`src/rtl/e203_onehot_cnt.sv`:
```
// e203_onehot_cnt: outstanding-transaction counter with one-hot state and a registered binary count
//
// Ports:
//   clk        clock, all state updates on the rising edge
//   rst        synchronous active-high reset
//   clr_i      synchronous clear to count 0; also clears err_o and wins over inc/dec
//   inc_i      request issued (+1)
//   inc_rdy_o  inc accepted this cycle: not full, or an accepted dec frees a slot
//   dec_i      response retired (-1)
//   cnt_o      registered binary count 0..DEPTH
//   empty_o    registered count == 0
//   full_o     registered count == DEPTH
//   afull_o    registered count >= AFULL
//   ovf_o      pulse, cycle after an inc was rejected
//   udf_o      pulse, cycle after a dec arrived while empty
//   err_o      sticky, one-hot state was found corrupt
module e203_onehot_cnt #(
   parameter int DEPTH = 8,
   parameter int AFULL = DEPTH - 1,
   localparam int CW = $clog2(DEPTH + 1)
) (
   input  logic          clk,
   input  logic          rst,
   input  logic          clr_i,
   input  logic          inc_i,
   output logic          inc_rdy_o,
   input  logic          dec_i,
   output logic [CW-1:0] cnt_o,
   output logic          empty_o,
   output logic          full_o,
   output logic          afull_o,
   output logic          ovf_o,
   output logic          udf_o,
   output logic          err_o
);
   if (DEPTH < 1 || AFULL < 0 || AFULL > DEPTH) begin : g_bad_param
      $error("e203_onehot_cnt: need DEPTH>=1 and 0<=AFULL<=DEPTH");
   end
   logic [DEPTH:0] oh, oh_nxt;
   logic [CW-1:0] cnt_nxt;
   logic oh_ok, inc_acc, dec_acc;
   assign inc_rdy_o = ~full_o | (dec_i & ~empty_o);
   assign inc_acc = inc_i & inc_rdy_o;
   assign dec_acc = dec_i & ~empty_o;
   assign oh_ok = $onehot(oh);
   // A corrupt state collapses to count 0 so the flags stay self-consistent.
   always_comb begin
      oh_nxt = (inc_acc & ~dec_acc) ? oh << 1 : (dec_acc & ~inc_acc) ? oh >> 1 : oh;
      if (clr_i || !oh_ok) oh_nxt = (DEPTH + 1)'(1);
      cnt_nxt = '0;
      for (int k = 0; k <= DEPTH; k++) cnt_nxt = cnt_nxt | (oh_nxt[k] ? CW'(k) : '0);
   end
   // Outputs are derived from the next state so they carry no logic after the flops.
   always_ff @(posedge clk) begin
      if (rst) begin
         oh      <= (DEPTH + 1)'(1);
         cnt_o   <= '0;
         empty_o <= 1'b1;
         full_o  <= 1'b0;
         afull_o <= (AFULL == 0);
         ovf_o   <= 1'b0;
         udf_o   <= 1'b0;
         err_o   <= 1'b0;
      end else begin
         oh      <= oh_nxt;
         cnt_o   <= cnt_nxt;
         empty_o <= oh_nxt[0];
         full_o  <= oh_nxt[DEPTH];
         afull_o <= |oh_nxt[DEPTH:AFULL];
         ovf_o   <= ~clr_i & inc_i & ~inc_rdy_o;
         udf_o   <= ~clr_i & dec_i & empty_o;
         err_o   <= ~clr_i & (err_o | ~oh_ok);
      end
   end
endmodule
```
`config.mk`:
```
export PLATFORM = sky130hd
export DESIGN_NAME = e203_onehot_cnt
export DESIGN_NICKNAME = d
export VERILOG_FILES = /design/src/rtl/e203_onehot_cnt.sv
export SDC_FILE = /design/constraint.sdc
export NUM_CORES = 1
export LEC_CHECK = 0
export BUFFER_PORTS_ARGS = -buffer_cell sky130_fd_sc_hd__buf_2
export CAP_MARGIN = 5
export CORE_UTILIZATION = 50
export CTS_CLUSTER_DIAMETER = 60
export DETAILED_ROUTE_END_ITERATION = 6
export MAX_ROUTING_LAYER = met4
export PLACE_DENSITY = 0.71
export SYNTH_ARGS = -nofsm -noshare
export SYNTH_HDL_FRONTEND = slang
export SYNTH_SLANG_ARGS = --single-unit
```
`constraint.sdc`:
```
create_clock -name clk -period 10.92 [get_ports clk]
set_input_delay 1.092 -clock clk [delete_from_list [all_inputs] [get_ports clk]]
set_output_delay 1.092 -clock clk [all_outputs]
set_load 0.05 [all_outputs]
```
; Word level (Yosys, flattened, before mapping)
; Index checks and enable logic that the tools add are counted.
[word_totals]
mem_bits_rw = 0
reg_bits = 19
wordCells = 56
n_memories = 0
latch_bits = 0
input_bits = 5
mem_bits_ro = 0
[classes]
multipliers = 0
n_eq_ne = 1
order_cmp = 0
div_mod_pow = 0
n_mux = 11
reduce_logical = 3
bitwise_logic = 25
shift = 0
add_sub_neg = 8
[ops]
columns = op, count
row1 = $mux W9, 3
row2 = $mux W3, 4
row3 = $and A1 B1 Y1, 9
row4 = $or A3 B3 Y3, 3
row5 = $add A1 B1 Y2, 4
row6 = $not A1 Y1, 7
row7 = $add A2 B2 Y3, 2
row8 = $add A3 B3 Y4, 1
row9 = $add A4 B1 Y4, 1
row10 = $eq A4 B1 Y1 const B, 1
row11 = $mux W2, 2
row12 = $mux W4, 1
row13 = $or A3 B4 Y4, 1
row14 = $or A2 B3 Y3, 1
row15 = $or A1 B1 Y1, 2
row16 = $or A1 B2 Y2, 1
row17 = $or A2 B2 Y2, 1
row18 = $reduce_or A2 Y1, 1
row19 = $logic_not A1 Y1, 1
row20 = $logic_or A1 B1 Y1, 1
row21 = $mux W1, 1

; Depth between registers and ports, before layout
[depth]
word_depth = 17
mapped_depth = 13
mapped_depth_nobuf = 12

; Worst setup path after synthesis
; OpenSTA, ideal clock, no wires.
[synth_timing]
path_kind = reg2reg
start = register oh[0]
end = register oh[0]
stages_incl_launch_ff = 13
path_slack_ns = 6.879
arrival_time_ns = 3.920
period_less_slack_ns = 4.041
cell_sequence = dfxtp_1 -> inv_1 -> fa_1 -> fa_1 -> fa_1 -> inv_1 -> fa_1 -> inv_1 -> fa_1 -> nor2b_1 -> a31oi_1 -> or4_4 -> a211o_2
[synth_via]
elab_chain_len = 8
elab_cells_between_ends = 10
cone_classes = add/sub (4) / eq/ne (1) / mux (3) / reduce/logical (2)
[synth_lines]
columns = item, line_no
row1 = "start, declared", 39  ; logic [DEPTH:0] oh, oh_nxt;
row2 = "start signal, assigned", 56  ; oh <= (DEPTH + 1)'(1);
row3 = "start signal, assigned", 65  ; oh <= oh_nxt;
row4 = $add A1 B1 Y2 (not written as such), 45  ; assign oh_ok = $onehot(oh);
row5 = $add A2 B2 Y3 (not written as such), 45
row6 = $add A3 B3 Y4 (not written as such), 45
row7 = $add A4 B1 Y4 (not written as such), 45
row8 = $eq A4 B1 Y1, 45
row9 = $logic_not A1 Y1, 49  ; if (clr_i || !oh_ok) oh_nxt = (DEPTH + 1)'(1);
row10 = $logic_or A1 B1 Y1, 49
row11 = $mux W9 *, 49
; Every way passes the cells marked *; elsewhere a longest branch is shown, timed or not.
; A chain may end at the register's enable or synchronous reset.

; Worst setup path in the final report
; Ends and elaborated chain as after synthesis.

==> out/qor_table.md <==
| Item | Reported |
|:---|:---|
| Clock edge transition at the registers on the reported setup and hold paths | 0.10 ns |
| Dominant synthesized flop cell | sky130_fd_sc_hd__dfxtp_1 |
| Final-layout fill cell count | 182 |
| Number of synthesized register bits | 16 |
| Mapped Nets | 121 |
| Number of enable flip-flop cells after synthesis | 0 |
| Most repeated library cell on the critical path | sky130_fd_sc_hd__fa_1 |
| Number of resized instances in the post-cts repair step | 0 |
| Via count | 758 |
| Worst R2R End | oh[0] |
| VDD IR max | 0.118 mV |
| I/O pin cnt | 16 |
| Total inserted antenna cells | 0 |
| Critical-path cell list | inv_1 -> fa_1 -> fa_1 -> fa_1 -> inv_1 -> fa_1 -> inv_1 -> fa_1 -> nor2b_1 -> a31oi_1 -> or4_4 -> a211o_2 |
| Post-DR vias/cell | 5.23 |
| GRT Resource Usage Total | 19.8% |
| Clock tree skew after final layout | 0.00508 ns |
| Post-synthesis instance total | 107 |
| Final HPWL DP | 1240 um |
| Number of buffers added on ports | 15 |
| Sequential-to-total area share from yosys stat | 35.1% |
| Switching share of power | 45.3% |
| Post-synthesis cell area | 913 sq um |
| Min-Delay Path Class | reg2reg |
| Clock network latency to the later pin of the worst-skew pair | 0.28 ns |
| Power density over the cells | 233 nW/um^2 |
| Die extent in x | 44.7 um |
| Critical path's top delay family | adder cells |
| Fraction of power consumed by combinational cells | 51.3% |
| Longest Clk Path Bufs | 2 |
| Setup slack on the worst flop-to-flop path | 7.00 ns |
| Wire length of the first global-routing pass | 2760 um |
| Final wirelength | 1630 um |
| Fraction of layout cells with a size suffix above 1 | 20.0% |
| Starting density of the core | 52.9% |
| Source of the critical timing path | oh[0] |
| Ys Warns | 0 |
| Total Die Area | 2000 sq um |
| Number of buffers inserted for hold repair after clock tree synthesis | 0 |
| Placeable core area | 1730 sq um |
| RSZ-0062 raised after global routing | no |
| CP peak stage delay | 0.60 ns |
| Area added between synthesis and finish | 11.8% |
| TritonCTS buffer count | 3 |
| TritonCTS Sinks | 16 |
| Proportion of synthesized flip-flops having asynchronous set or reset | 0% |
| Std cell rows | 15 |
| Worst EP required | 11.10 ns |
| Origin of the critical flop-to-flop path | oh[0] |
| Crit end category | register |
| Type of the worst setup path | reg2reg |
| Clk network pwr share | 16.3% |
| Clock tree from TritonCTS | yes |
| PnR Total Power | 0.000238 W |
| DRC violation count after routing | 0 |
| Worst slack at placement | 7.00 ns |
| Average wire per standard cell | 11.3 um |
| Reported net switching power | 0.000108 W |
| CP Depth | 12 |
| Pleak | 0.452 nW |
| Nature of the critical path startpoint | register |
| DRC marker count from the first detailed-route iteration | 23 |
| Maximum number of pins on one net before global-route repair | 23 |
| Worst-margin pin slew | 0.687 ns |
| Critical-path maximum fanout | 13 |
| Sum of buffers and inverters on the critical path | 3 |
| Tcrit/Tclk final | 35.9% |
| Chip Height | 44.7 um |
| Cell Int Power | 0.000130 W |
| Max-cap violations | 0 |
| Final cell utilization of the core | 59.1% |
| Worst slew slack as a fraction of its limit | 54.2% |
| Post-synthesis average cell area | 8.54 sq um |
| TNS Setup | 0 ns |
| Setup repair bufs after CTS | 0 |
| Post-detailed-placement cell area | 985 sq um |
| Distinct cells, synth | 27 |
| Remaining antenna violation count after routing | 0 |
| Max Clock Freq | 255 MHz |
| Post-layout min period | 3.92 ns |
| Total setup violations reported at the end of the flow | 0 |
| Number of antenna violations at the first check in global routing | 0 |
| Layout Cell Area excl Fill | 1020 sq um |
| Final WS setup | 7.00 ns |
| Vias in the first global route | 680 |
| Global-route congestion overflow total | 0 |
| CTS HTree Levels | 1 |
| Routability cong. | 0.818 |
| Result of the run | finished clean |
| Share of total power in sequential cells | 32.4% |
| Cell at the root of the clock tree | sky130_fd_sc_hd__clkbuf_4 |
| Final #Nets | 135 |
| Detailed Routing Iterations Pass 1 | 4 |
| Critical Path End | oh[0] |
| Hold violation total from the final report | 0 |
| Reg2reg path depth | 12 |
| Data arrival, critical path | 4.10 ns |
| Final number of max-transition violations | 0 |
| Worst path slowest cell | sky130_fd_sc_hd__or4_4 |
==> worst reg2reg max path, delay by kind of cell, from the launching register on <==
family,cells,cell delay (ns)
simple gates,2,0.73
compound gates,2,0.40
flops,1,0.40
buf+inv,3,0.25
fa+ha+maj,5,2.04
==> worst min-delay path by stage <==
stage                     slack, ns  startpoint        to  cells after the start
after floorplan                0.50       oh[7]  cnt_o[3]                      2
after detailed placement       0.47       err_o     err_o                      1
final                          0.49       err_o     err_o                      1
after CTS                      0.49       err_o     err_o                      1
after global routing           0.52       err_o     err_o                      1
after global placement         0.47       err_o     err_o                      1
==> logic make-up (layout without fill, tap and decap cells) <==
group	after synthesis	after routing	synth area share, %
buf+inv	21	34	10.0
simple gates	32	32	16.0
flops	16	16	35.1
fa+ha+maj	9	9	16.4
compound gates	27	27	20.3
mux	2	2	2.19
==> layout by cell type, fill, tap and decap left out, types with 2 or more instances in the layout <==
master / Yosys / routed
sky130_fd_sc_hd__dfxtp_1: 16 / 16
sky130_fd_sc_hd__inv_1: 15 / 15
sky130_fd_sc_hd__buf_2: 1 / 15
sky130_fd_sc_hd__nor2_1: 14 / 14
sky130_fd_sc_hd__nand2_1: 10 / 10
sky130_fd_sc_hd__o21ai_0: 7 / 7
sky130_fd_sc_hd__a21oi_1: 5 / 5
sky130_fd_sc_hd__a211oi_1: 5 / 5
sky130_fd_sc_hd__fa_1: 5 / 5
sky130_fd_sc_hd__ha_1: 4 / 4
sky130_fd_sc_hd__a31oi_1: 3 / 3
sky130_fd_sc_hd__clkbuf_4: 0 / 3
sky130_fd_sc_hd__mux2i_1: 2 / 2
sky130_fd_sc_hd__a211oi_2: 2 / 2
sky130_fd_sc_hd__o32ai_1: 2 / 2
sky130_fd_sc_hd__nor3_1: 2 / 2
==> cell usage after synthesis (2+ instances only) <==
library cell	n	share of area, %
sky130_fd_sc_hd__o32ai_1	2	1.9
sky130_fd_sc_hd__a21oi_1	5	2.7
sky130_fd_sc_hd__dfxtp_1	16	35
sky130_fd_sc_hd__nor3_1	2	1.1
sky130_fd_sc_hd__o21ai_0	7	3.8
sky130_fd_sc_hd__inv_1	15	6.2
sky130_fd_sc_hd__ha_1	4	5.5
sky130_fd_sc_hd__clkbuf_1	3	1.2
sky130_fd_sc_hd__a211oi_2	2	2.7
sky130_fd_sc_hd__a211oi_1	5	4.1
sky130_fd_sc_hd__fa_1	5	11
sky130_fd_sc_hd__nand2_1	10	4.1
sky130_fd_sc_hd__mux2i_1	2	2.2
sky130_fd_sc_hd__a31oi_1	3	2.1
sky130_fd_sc_hd__nor2_1	14	5.8
==> layout make-up <==
type,instances,area (sq um),share of cell area (%)
Multi-Input combinational cell,70,502,49.1
Sequential cell,16,320,31.4
Timing Repair Buffer,15,75.1,7.35
Inverter,15,56.3,5.51
Clock buffer,4,36.3,3.55
Tap cell,25,31.3,3.06
==> routing by layer <==
metal  global-route usage, %  share of wire, %  vias to the layer above
met5                       -                 0                        -
met4                    7.27              0.80                        0
met3                    3.60               4.0                        2
met2                    32.9                49                       21
met1                    24.0                46                      348
li1                        -                 -                      387
==> state kept, by name (all words and copies together), names as in the netlist <==
register  count
cnt_o         4
ovf_o         1
err_o         1
afull_o       1
udf_o         1
oh            8
==> power by group through the flow <==
stage / sequential (W) / combinational (W) / clock, W
6_report: 0.0000769 / 0.000122 / 0.0000387
5_1_grt: 0.0000788 / 0.000136 / 0.0000433
4_1_cts: 0.0000771 / 0.000123 / 0.0000402
3_5_place_dp: 0.0000785 / 0.000122 / 0
3_3_place_gp: 0.0000785 / 0.000120 / 0
2_1_floorplan: 0.000103 / 0.0000761 / 0
==> through the flow <==
stage          hold WS (ns)  std cells
2_1_floorplan         0.505        107
3_3_place_gp          0.469        141
3_5_place_dp          0.468        141
4_1_cts               0.495        145
5_1_grt               0.522        145
6_report              0.488        145
Note: power is estimated with default switching activity, not from simulation.
